<file path="config.mk">
export PLATFORM = sky130hd
export DESIGN_NAME = mix_field_unit
export DESIGN_NICKNAME = d
export VERILOG_FILES = /design/src/rtl/mix_field_unit.sv
export SDC_FILE = /design/constraint.sdc
export NUM_CORES = 1
export LEC_CHECK = 0
export CAP_MARGIN = 20
export CORE_MARGIN = 4
export CORE_UTILIZATION = 60
export CTS_CLUSTER_DIAMETER = 150
export DETAILED_ROUTE_END_ITERATION = 10
export MAX_ROUTING_LAYER = met4
export PLACE_DENSITY = 0.85
export SLEW_MARGIN = 20
export SYNTH_ARGS = -nofsm -noshare
export SYNTH_HDL_FRONTEND = slang
export SYNTH_SLANG_ARGS = --single-unit
</file>
<file path="constraint.sdc">
create_clock -name clk -period 7.6 [get_ports clk]
set_input_delay 0.76 -clock clk [delete_from_list [all_inputs] [get_ports clk]]
set_output_delay 0.76 -clock clk [all_outputs]
set_load 0.05 [all_outputs]
</file>
<file path="src/rtl/mix_field_unit.sv">
// mix_field_unit
//
// Partial-field unit for the MIX word datapath. From one set of operands it
// produces both:
//   - the load result: bytes L..R of mem_word, right-justified, with the sign
//     taken from mem_word only when L = 0 (otherwise +);
//   - the store result: mem_word with bytes L..R replaced by the rightmost
//     bytes of reg_word, sign replaced from reg_word only when L = 0.
// The field spec is F = 8L+R. It is valid only when L <= R <= NBYTES.
// An invalid field flags field_err, gives load = +0 and leaves mem_word
// unchanged on the store side.
//
// Word layout: bit W-1 is the sign (1 = negative). Byte 1 is the most
// significant magnitude byte and byte NBYTES is the least significant.
//
// Ports:
//   clk        rising-edge clock
//   reset      synchronous, active-high; clears every output
//   valid_in   operands valid this cycle
//   fspec      field spec, L = fspec[5:3], R = fspec[2:0]
//   mem_word   memory word (load source / store destination)
//   reg_word   register value being stored
//   load_out   registered load result
//   store_out  registered store result
//   valid_out  registered valid_in
//   field_err  registered "fspec invalid" flag
//
// Handshake: valid_in is sampled at every rising edge and there is no ready
// signal, so the unit accepts one operand set per cycle. An operand set
// accepted at an edge shows up on the outputs right after that same edge,
// with valid_out = 1. When valid_in = 0 the data outputs and field_err hold
// their values and only valid_out drops.
module mix_field_unit #(
  parameter int BYTE_W = 6,
  parameter int NBYTES = 5,
  localparam int W = 1 + NBYTES * BYTE_W
) (
  input  logic         clk,
  input  logic         reset,
  input  logic         valid_in,
  input  logic [5:0]   fspec,
  input  logic [W-1:0] mem_word,
  input  logic [W-1:0] reg_word,
  output logic [W-1:0] load_out,
  output logic [W-1:0] store_out,
  output logic         valid_out,
  output logic         field_err
);

  int             l_idx;
  int             r_idx;
  int             lb;
  logic           field_ok;
  logic [W-1:0]   load_next;
  logic [W-1:0]   store_next;

  // Bit offset of the low bit of magnitude byte i (1 = most significant).
  function automatic int byte_lsb(input int i);
    return (NBYTES - i) * BYTE_W;
  endfunction

  always_comb begin
    l_idx      = int'(fspec[5:3]);
    r_idx      = int'(fspec[2:0]);
    // The first magnitude byte. L = 0 names the sign, so the magnitude
    // range starts at byte 1. When R = 0 the range lb..R is empty.
    lb         = (l_idx == 0) ? 1 : l_idx;
    field_ok   = (l_idx <= r_idx) && (r_idx <= NBYTES);
    load_next  = '0;
    store_next = mem_word;

    if (field_ok) begin
      if (l_idx == 0) begin
        load_next[W-1]  = mem_word[W-1];
        store_next[W-1] = reg_word[W-1];
      end

      for (int i = 1; i <= NBYTES; i++) begin
        // Load: output byte i comes from source byte i-(NBYTES-R), so that
        // byte R lands in byte NBYTES. It is kept only when the source byte
        // is inside lb..R.
        if ((i + r_idx - NBYTES >= lb) && (i + r_idx - NBYTES <= r_idx)) begin
          load_next[byte_lsb(i) +: BYTE_W] =
            mem_word[byte_lsb(i + r_idx - NBYTES) +: BYTE_W];
        end
        // Store: byte i inside lb..R takes reg byte i+(NBYTES-R), which
        // aligns reg byte NBYTES with byte R.
        if ((i >= lb) && (i <= r_idx)) begin
          store_next[byte_lsb(i) +: BYTE_W] =
            reg_word[byte_lsb(i + NBYTES - r_idx) +: BYTE_W];
        end
      end
    end
  end

  always_ff @(posedge clk) begin
    if (reset) begin
      load_out  <= '0;
      store_out <= '0;
      valid_out <= 1'b0;
      field_err <= 1'b0;
    end else begin
      valid_out <= valid_in;
      if (valid_in) begin
        load_out  <= load_next;
        store_out <= store_next;
        field_err <= ~field_ok;
      end
    end
  end

endmodule

</file>
==> impl_results.md <==
- Nets: 1472
- #FFs+latches synth: 64
- Initial core utilization: roughly 61%
- Top-area cell type share of the netlist area: around 15%
- Initial antenna violation count: 0
- Root Buffer: clkbuf_16
- CTS Buffer Depth: 2
- RSZ-0062 raised after global routing: false
- Post-synthesis sequential area ratio: 11.72%
- Final Slew Violations: 0
- Finished Layout Cells: 1549
- Largest net degree at the start of global routing: about 180
- Dominant cell type by area after synthesis: mux4_2
- Clock Skew: 0 ns
- CP cell instances: clkdlybuf4s50_1 -> inv_1 -> ha_4 -> buf_12 -> ha_1 -> inv_1 -> ha_1 -> ha_1 -> inv_1 -> fa_1 -> mux4_2 -> nand2_1 -> and3_1 -> a211o_1 -> a211oi_1
- Area growth, synth to finish: 13.42%
- Hold Path Depth: 2
- Antenna viol nets, final: 0
- GR Overflow Total: 0
- Worst-margin pin slew: ~1.1 ns
- Warnings, synthesis: 0
- Core ar.: 17960 sq um
- DRT Pass-1 Iters: 8
- Crit Path Max Fanout: between 150 and 200
- Number of global-route vias before repair: around 11000
- IO buf count: between 100 and 150
- Worst-path clk slew: approximately 0.06 ns
- CTS sink cnt: 64
- Detailed placer's ending HPWL: between 30000 and 40000 um
- Path depth of the worst reg2reg path: 4
- Max Cap Viol: 0
- Slew HR: 28.88%
- Hold_buf cts: 0
- IO Pins: 135
- Max incr delay on CP: ~0.94 ns
- CP Data Required Time: a little under 8 ns
- Worst hold path type: reg -> reg
- Routed length per placed instance: about 27 um
- Fin crit share: about four fifths
- Commonest non-fill, non-tap cells in the layout: 133 x clkdlybuf4s50_1, 115 x mux2i_1, 113 x nand2_1
- Register area: 1281 sq um
- Fin. Hold Viols: 0
- Syn nets: 1427
- Die area: 20450 sq um
- Post CTS Setup Buffer Count: 0
- Util after Layout: between 60 and 70%
- Synth area leaders: mux4_2 15%, dfxtp_1 12%, mux2i_1 11%
- Post-route DRC: 0
- LEAKAGE: just under 5 nW
- Share of cells above drive strength 1: around an eighth
- Hold Slack: roughly 0.46 ns
- Post-synthesis cell area: about 11000 sq um
- Status: complete, no violations
- Ant. Diodes: 0
- CTS H-tree depth: 3
- Routed WL: around 42000 um
- Main flop type after synthesis: dfxtp_1
- Peak VDD IR: 113.9 uV
- CTS tree: done
- Crit path launch type: input port
- Post-synth ARST share: 0%
- First-pass GRT wire length: between 60000 and 70000 um
- Placed insts: between 1500 and 2000
- Vias/cell: around 7.4
- Pwr/cell area: ~190 nW/um^2
- Final setup vio count: 0
- GRT Util Overall: 41.31%
- Fmax: 165.6 MHz
- Fillers: between 1000 and 1500
- Post-CTS Resized: 0
- CP Data Arrival Time: about 6.3 ns
- Initial DRC Count: about 1400
- Commonest non-fill, non-tap cell in the layout: clkdlybuf4s50_1
- Die Wd: roughly 140 um
- Minimum clock period: just over 6 ns
- Gp weighted congestion: between 1 and 1.5
- Fin Setup TNS: 0 ns
- Mapped Cells: around 1300
- Area occupied by multi-input gates: a little under 9000 sq um
- Crit path kind: in -> reg
- Die Span Y: ~140 um
- Core Rows: 49
- Crit path capture type: flop
- Syn_area_per_cell: 8.610 sq um
- Total CTS buffers: 9
- Clock Latency Late Sink: around 0.35 ns
- Post-synth EDFFs: 0
- Via count: about 11000
- Crit-path slowest cell: fa_1
- Netlist cell types: 86
cells in the mapped netlist (14+ instances only):
| cell | number |
|---|---|
| mux2i_1 | 115 |
| nand2_1 | 113 |
| a21oi_1 | 83 |
| ha_1 | 80 |
| o21ai_0 | 74 |
| mux4_2 | 73 |
| nor2_1 | 73 |
| dfxtp_1 | 64 |
| inv_1 | 61 |
| clkbuf_1 | 52 |
| mux2_2 | 45 |
| a211oi_1 | 29 |
| nand3_1 | 25 |
| buf_2 | 22 |
| xnor2_1 | 19 |
| o211ai_1 | 17 |
| nand2b_1 | 16 |
| nor3_1 | 14 |
sequential cells by signal, indices dropped and copies added (netlist names):
signal     cells
field_err      1
load_out      31
store_out     31
valid_out      1
report_power, final:
group / internal [mW] / switching (mW) / leakage (nW) / total [mW]
clock network: 0.292 / 0.191 / 0.158 / 0.483
logic: 0.623 / 0.901 / 4.28 / 1.52
registers: 0.357 / 0.0162 / 0.523 / 0.373
total: 1.27 / 1.11 / 4.96 / 2.38
final cells by class:
cell class / instances / area share (%)
clock buffers: 9 / 1.816
clock inverters: 7 / 0.8475
inverters: 64 / 1.937
multi-input cells: 1033 / 71.29
flip-flops and latches: 64 / 10.33
well taps: 229 / 2.310
repair buffers: 143 / 11.47
cell families (layout without fill, tap and decap cells):
| group | after synthesis | in the layout | synth area share [%] |
|---|---|---|---|
| AO/OA/AOI/OAI | 361 | 361 | 22.87 |
| AND/OR/NAND/NOR | 318 | 318 | 14.18 |
| multiplexers | 233 | 233 | 30.20 |
| buffers and inverters | 173 | 223 | 7.587 |
| adder cells (fa/ha/maj) | 86 | 86 | 10.25 |
| flip-flops | 64 | 64 | 11.72 |
| XOR/XNOR | 35 | 35 | 3.193 |
stage by stage:
step / cell area, sq um / worst slack, ns / power [mW]
4_1_cts: 12400 / 1.613 / 2.336
3_5_place_dp: 12070 / 1.294 / 1.858
6_report: 12400 / 1.563 / 2.380
2_1_floorplan: 10930 / 2.346 / 1.471
3_3_place_gp: 12070 / 1.423 / 1.832
5_1_grt: 12400 / 1.203 / 2.488
path summary, 6_finish.rpt:
path,from,to,slack [ns]
worst min register to register,load_out[24]$_SDFFE_PP0P_,load_out[24]$_SDFFE_PP0P_,0.46
worst max register to register,store_out[13]$_SDFFE_PP0P_,store_out[13]$_SDFFE_PP0P_,6.51
worst max-delay path,fspec[1],store_out[15]$_SDFFE_PP0P_,1.56
worst min-delay path,load_out[24]$_SDFFE_PP0P_,load_out[24]$_SDFFE_PP0P_,0.46
routing by layer:
metal	part of all wire (%)	track usage, %	vias to the layer above
met4	7.5	26.21	0
li1	-	-	4928
met3	12	7.904	209
met2	46	64.56	958
met1	35	48.83	5384
met5	0	-	-
critical path, delay by kind of cell:
family	cells	cell delay, ns
buffers and inverters	5	2.02
AND/OR/NAND/NOR	2	0.27
adder cells (fa/ha/maj)	5	2.33
AO/OA/AOI/OAI	2	0.45
multiplexers	1	0.32
Note: power is estimated with default switching activity, not from simulation.
